## config.mk

```make
export PLATFORM = sky130hd
export DESIGN_NAME = fifo_gather
export DESIGN_NICKNAME = d
export VERILOG_FILES = /design/src/rtl/fifo_pkg.sv /design/src/rtl/fifo_gather_bank.sv /design/src/rtl/fifo_gather.sv
export SDC_FILE = /design/constraint.sdc
export NUM_CORES = 1
export LEC_CHECK = 0
export CELL_PAD_IN_SITES_DETAIL_PLACEMENT = 2
export CELL_PAD_IN_SITES_GLOBAL_PLACEMENT = 2
export CORE_UTILIZATION = 38
export CTS_BUF_LIST = sky130_fd_sc_hd__clkbuf_16
export DETAILED_ROUTE_END_ITERATION = 8
export PLACE_DENSITY = 0.95
export SYNTH_ARGS = -nofsm -noshare
export SYNTH_HDL_FRONTEND = slang
export SYNTH_HIERARCHICAL = 1
export SYNTH_SLANG_ARGS = --single-unit
```

## constraint.sdc

```tcl
create_clock -name clk -period 5.58 [get_ports clk]
set_input_delay 1.395 -clock clk [delete_from_list [all_inputs] [get_ports clk]]
set_output_delay 1.395 -clock clk [all_outputs]
set_load 0.01 [all_outputs]
```

## src/rtl/fifo_pkg.sv

```systemverilog
// Shared types and helpers for the fifo_gather serial-in/parallel-out collector.
package fifo_pkg;

    typedef enum logic {
        FILL = 1'b0,
        FULL = 1'b1
    } gather_state_t;

    // Width of a counter that must represent 0..depth inclusive.
    function automatic int count_width(input int depth);
        return $clog2(depth + 1);
    endfunction

endpackage

```

## src/rtl/fifo_gather_bank.sv

```systemverilog
// DEPTH x BITS register bank: shift toward index 0 or parallel capture.
// Element [0] is the oldest word; new words enter at [DEPTH-1].
module fifo_gather_bank #(
    parameter int DEPTH = 8,
    parameter int BITS  = 64
) (
    input  logic                        clk,
    input  logic                        rst_n,
    input  logic                        clr,
    input  logic                        shift,
    input  logic [BITS-1:0]             shift_in,
    input  logic                        load,
    input  logic [DEPTH-1:0][BITS-1:0]  load_data,
    output logic [DEPTH-1:0][BITS-1:0]  q
);

    always_ff @(posedge clk or negedge rst_n) begin
        if (!rst_n) begin
            q <= '0;
        end else if (clr) begin
            q <= '0;
        end else if (load) begin
            q <= load_data;
        end else if (shift) begin
            q <= {shift_in, q[DEPTH-1:1]};
        end
    end

endmodule

```

## src/rtl/fifo_gather.sv

```systemverilog
// Serial-in, parallel-out collector for one systolic-array output lane.
// Optional hold bank (decoupling collection from the consumer): FIFO_GATHER_DOUBLE_BUF_EN.
module fifo_gather
    import fifo_pkg::*;
#(
    parameter int DEPTH = 8,
    parameter int BITS  = 64
) (
    input  logic                               clk,
    input  logic                               rst_n,
    input  logic                               clr,
    input  logic                               en,
    input  logic [BITS-1:0]                    d,
    output logic                               in_ready,
    output logic [DEPTH-1:0][BITS-1:0]         out_array,
    output logic                               out_valid,
    input  logic                               out_ready,
    output logic [count_width(DEPTH)-1:0]      count,
    output logic                               overflow
);

    localparam int             CW         = count_width(DEPTH);
    localparam logic [CW-1:0]  COUNT_LAST = CW'(DEPTH - 1);

    gather_state_t              state;
    gather_state_t              state_next;
    logic [CW-1:0]              count_next;
    logic [DEPTH-1:0][BITS-1:0] regs;
    logic                       release_vec;
    logic                       accept;
    logic                       drop;

    assign in_ready = (state == FILL) || release_vec;
    assign accept   = en && in_ready && !clr;
    assign drop     = en && !in_ready && !clr;

    fifo_gather_bank #(
        .DEPTH (DEPTH),
        .BITS  (BITS)
    ) u_shift_bank (
        .clk       (clk),
        .rst_n     (rst_n),
        .clr       (clr),
        .shift     (accept),
        .shift_in  (d),
        .load      (1'b0),
        .load_data ('0),
        .q         (regs)
    );

`ifdef FIFO_GATHER_DOUBLE_BUF_EN
    logic [DEPTH-1:0][BITS-1:0] hold_regs;
    logic                       hold_valid;

    // A full shift bank moves to the hold bank whenever the hold bank is free or being drained.
    assign release_vec = (state == FULL) && (!hold_valid || out_ready);

    fifo_gather_bank #(
        .DEPTH (DEPTH),
        .BITS  (BITS)
    ) u_hold_bank (
        .clk       (clk),
        .rst_n     (rst_n),
        .clr       (clr),
        .shift     (1'b0),
        .shift_in  ('0),
        .load      (release_vec),
        .load_data (regs),
        .q         (hold_regs)
    );

    always_ff @(posedge clk or negedge rst_n) begin
        if (!rst_n) begin
            hold_valid <= 1'b0;
        end else if (clr) begin
            hold_valid <= 1'b0;
        end else if (release_vec) begin
            hold_valid <= 1'b1;
        end else if (out_ready) begin
            hold_valid <= 1'b0;
        end
    end

    assign out_array = hold_regs;
    assign out_valid = hold_valid;
`else
    assign release_vec = (state == FULL) && out_ready;
    assign out_array   = regs;
    assign out_valid   = (state == FULL);
`endif

    always_comb begin
        state_next = state;
        count_next = count;
        case (state)
            FILL: begin
                if (accept) begin
                    count_next = count + CW'(1);
                    if (count == COUNT_LAST) begin
                        state_next = FULL;
                    end
                end
            end
            FULL: begin
                if (release_vec) begin
                    // A word accepted alongside the release starts the next vector.
                    count_next = accept ? CW'(1) : '0;
                    state_next = FILL;
                end
            end
            default: begin
                state_next = FILL;
                count_next = '0;
            end
        endcase
    end

    always_ff @(posedge clk or negedge rst_n) begin
        if (!rst_n) begin
            state    <= FILL;
            count    <= '0;
            overflow <= 1'b0;
        end else if (clr) begin
            state    <= FILL;
            count    <= '0;
            overflow <= 1'b0;
        end else begin
            state <= state_next;
            count <= count_next;
            if (drop) begin
                overflow <= 1'b1;
            end
        end
    end

endmodule

```

# Word level (Yosys, flattened, before mapping)
# Cells that the tools add are included.
[word_totals] out_inout_bits=519 memories=0 mem_bits_rw=0 latch_bits=0 ff_bits=518 elab_cells=41 rom_bits=0
[classes] n_addsub=1 mux=14 div_mod_pow=0 magnitude_cmp=0 n_eq_ne=3 n_bitwise=1 shift=0 n_reduce_logical=11 mul=0
[op_table] cell="2-to-1 mux 512 bit" count=2
[op_table] cell="2-to-1 mux 4 bit" count=3
[op_table] cell="case mux 4 bit (2 select lines)" count=1
[op_table] cell="2-to-1 mux 1 bit" count=7
[op_table] cell="logical AND 1 bit" count=5
[op_table] cell="adder 4 x 1 -> 4 bit (second input constant)" count=1
[op_table] cell="equality test 4 x 3 -> 1 bit (second input constant)" count=1
[op_table] cell="nonzero test 2 bit" count=2
[op_table] cell="!= test 3 x 2 -> 1 bit (second input constant)" count=1
[op_table] cell="!= test 3 bit (second input constant)" count=1
[op_table] cell="zero test 1 bit" count=2
[op_table] cell="case mux 1 bit (2 select lines)" count=1
[op_table] cell="AND reduction 2 bit" count=1
[op_table] cell="logical OR 1 bit" count=1
[op_table] cell="NOT 1 bit" count=1

# Depth between registers and ports, before layout
[depth] ltp_word=8 ltp_mapped=7 depth_no_buf=4

# Modules after synthesis
# Netlist, hierarchy kept.
[modules_own_cells] mod="fifo_gather_bank" area_each_um2=29124.2 cells_each=2276 instances=1
[modules_own_cells] mod="fifo_gather" area_each_um2=352.8 cells_each=36 instances=1

# Least setup slack after synthesis
# No wires, ideal clock.
[synth_timing] path_type="input port to output port" start="in out_ready" end="out in_ready" t_arrival_ns=1.738 stages=2 slack_ns=2.447 path_buffers=0 required_ns=4.185 path_cell_list="and2b_1 inv_1"
[synth_via] elab_chain_len=2
[synth_rtl] element="start: declaration" line="fifo_gather.sv:17" rtl="input logic out_ready,"
[synth_rtl] element="logical AND 1 bit" line="fifo_gather.sv:87" rtl="assign release_vec = (state == FULL) && out_ready;"
[synth_rtl] element="logical OR 1 bit" line="fifo_gather.sv:33" rtl="assign in_ready = (state == FILL) || release_vec;"
[synth_rtl] element="end: declaration" line="fifo_gather.sv:14" rtl="output logic in_ready,"
# Every way passes these cells.

# Worst setup path in the final report
# Ends and elaborated chain as after synthesis.

==> impl_metrics.yaml <==
drt:
  antenna_left: 0
  wire_per_inst_um: 28.07
  vias_per_cell: 5.180
  drc: 0
  vias: 22570
  drt_iter0_drc: 1148
  wirelength_um: 122300
  dr.pass1.iters: 5
sta:
  fmax_ghz: 0.2312
  holdWs_ns: 0.5539
  skew_ns: 0.02398
  finalHoldViolCount: 0
  worst_slew_margin_rel: 0.1974
  slew_viol_final: 0
  fin_crit_sh: 0.7750
  tns_ns: 0
  period_minus_slack_ns: 4.325
  finalSetupViolCount: 0
  worst_pin_slew_ns: 1.204
  grt_setup_unrepaired: "no"
synthesis:
  yosysSeqAreaShare: 0.4397
  netlist_instances: 2312
  synth_compound_area_frac: 0.2133
  synth_simple_gate_area_frac: 0.1119
  synth_seq_cells: 518
  synth-xor-area-share: 0
  async_flop_share: 1.000
  yosys_warnings: 6
  synth_edf_count: 0
  synth_top_family_by_area: "compound AO/OA/AOI/OAI gates"
  synthMuxAreaShare: 0.1749
  syn_area_per_cell_um2: 12.75
  synth_ff_type: "dfrtp_1"
  netlist_area_um2: 29480
  synth_fa_ha_area_frac: 0.0004245
  synth.distinct_cells: 29
critical_path:
  r2r_slack_ns: 2.23
  cp-start-kind: "primary input"
  r2r-start: "out_valid"
  crit_path_end_kind: "output port"
  crit_path_end: "in_ready"
  required_ns: 4.18
  startpoint: "out_ready"
  cp.arrival_ns: 2.93
  r2r-end: "u_shift_bank/q[159]"
  crit_type: "primary input to output port"
  ff2ff_path_depth: 6
  crit_fanout: 6
placed_design:
  dpl_cell_area_um2: 37220
  hpwl_um: 76320
  routabilityCongestion: 0.8175
  port-buffer-count: 587
floorplanning:
  die_w_um: 280.5
  coreArea_um2: 76330
  initial_utilization: 0.3862
  rows: 101
  die_area_um2: 78690
  ios: 588
  die_h_um: 280.5
cells_and_area:
  final_area_um2: 39080
  layout-drive-gt1-share: 0.1803
  final_cell_mix: "clkdlybuf4s50_1 (585), dfrtp_1 (518), mux2i_1 (515), nor2b_1 (514), conb_1 (513)"
  utilization: 0.5120
  area_growth_pct: 32.59
  nNetsFinal: 3344
  layout_commonest_cell: "clkdlybuf4s50_1"
global_routing:
  grt_max_degree: 514
  grt_pass1_wl_um: 181200
  antenna_found_initial: 9
  grt_use_total: 0.3055
  overflow: 0
  first_global_vias: 26500
cts:
  clock_sinks: 518
  cts.clk_slew.worst_paths_ns: 0.06
  htree_levels: 2
  post_cts_buffers: 0
  clock_latency_ns: 0.64
  clk_path_buf_depth: 3
  cts_resized: 0
  ctsHoldBuffers: 0
  cts_made_buffers: 61
  tritoncts: "done"
  cts_root_buf: "clkbuf_16"
power:
  p_total_mw: 10.48
  p_leak_nw: 16.61
  peakVddDrop_v: 0.0002301
  power_density_nw_per_um2: 268.3
status:
  outcome: "completed"
job:
  maxCapViolCount: 0
worst_hold_path:
  hold_path_class: "register to register"
[cell families (layout without fill, tap and decap cells)]
logic type               count (synthesis)  count (layout)
AND/OR/NAND/NOR                        528             528
AO/OA/AOI/OAI                          518             518
flip-flops                             518             518
multiplexers                           515             515
buffers and inverters                  231             729
adder cells (fa/ha/maj)                  1               1
other                                    1             518
[area by class of cell]
type / count / area, um2
Sequential cell: 518 / 12960
Clock inverter: 50 / 322.8
Multi-Input combinational cell: 2075 / 16680
Inverter: 2 / 7.507
Timing Repair Buffer: 616 / 6279
Fill cell: 7506 / 37250
Antenna cell: 5 / 12.51
Clock buffer: 61 / 1526
Tap cell: 1030 / 1289
[per-layer routing]
metal / GRT usage / share of wire
met3: 0.07120 / 0.055
met4: 0.1239 / 0.044
met2: 0.5684 / 0.53
met1: 0.3297 / 0.37
met5: 0 / 0.00043
[worst max-delay path, cell delays in order]
cell and delay, ns:
clkdlybuf4s50_1 0.53, and2b_1 0.30, inv_1 0.15, clkdlybuf4s50_1 0.56
[where the power goes]
part | total, mW | internal, mW | switching (mW)
registers | 4.36 | 4.02 | 0.336
clock network | 3.90 | 2.15 | 1.75
logic | 2.22 | 0.990 | 1.23
total | 10.5 | 7.16 | 3.32
[how the worst min path moves through the flow]
stage / start / endpoint / slack, ns / depth (start not counted)
finish: overflow / overflow / 0.55 / 2
global route: overflow / overflow / 0.58 / 2
CTS: overflow / overflow / 0.55 / 2
detailed placement: overflow / overflow / 0.53 / 2
global placement: overflow / overflow / 0.52 / 2
floorplan: overflow / overflow / 0.53 / 2
[per-stage QoR]
| stage | instances | setup WS (ns) |
|---|---|---|
| after floorplan | 2824 | 2.447 |
| after global placement | 4241 | 1.383 |
| after detailed placement | 4241 | 1.166 |
| after CTS | 4352 | 1.233 |
| after global routing | 4357 | 1.205 |
| final | 4357 | 1.255 |
[state kept, by name, summed over array words and instances, names as in the netlist]
register / cells
count: 4
out_valid: 1
overflow: 1
u_shift_bank/q: 512
[cell usage after synthesis, types with 2 or more instances]
cell type    n  share of area
buf_12      44          0.030
mux2i_1    515           0.17
buf_1       39         0.0050
clkbuf_1    70         0.0089
buf_4        3        0.00076
nor2_1       4        0.00051
a211oi_1    32         0.0081
nor2b_1    514           0.11
dfrtp_1    518           0.44
nand2_1      2        0.00025
a211oi_2   480           0.20
a21oi_1      3        0.00051
nand3_1      2        0.00034
buf_2       62          0.011
buf_6       10         0.0038
Note: power is estimated with default switching activity, not from simulation.
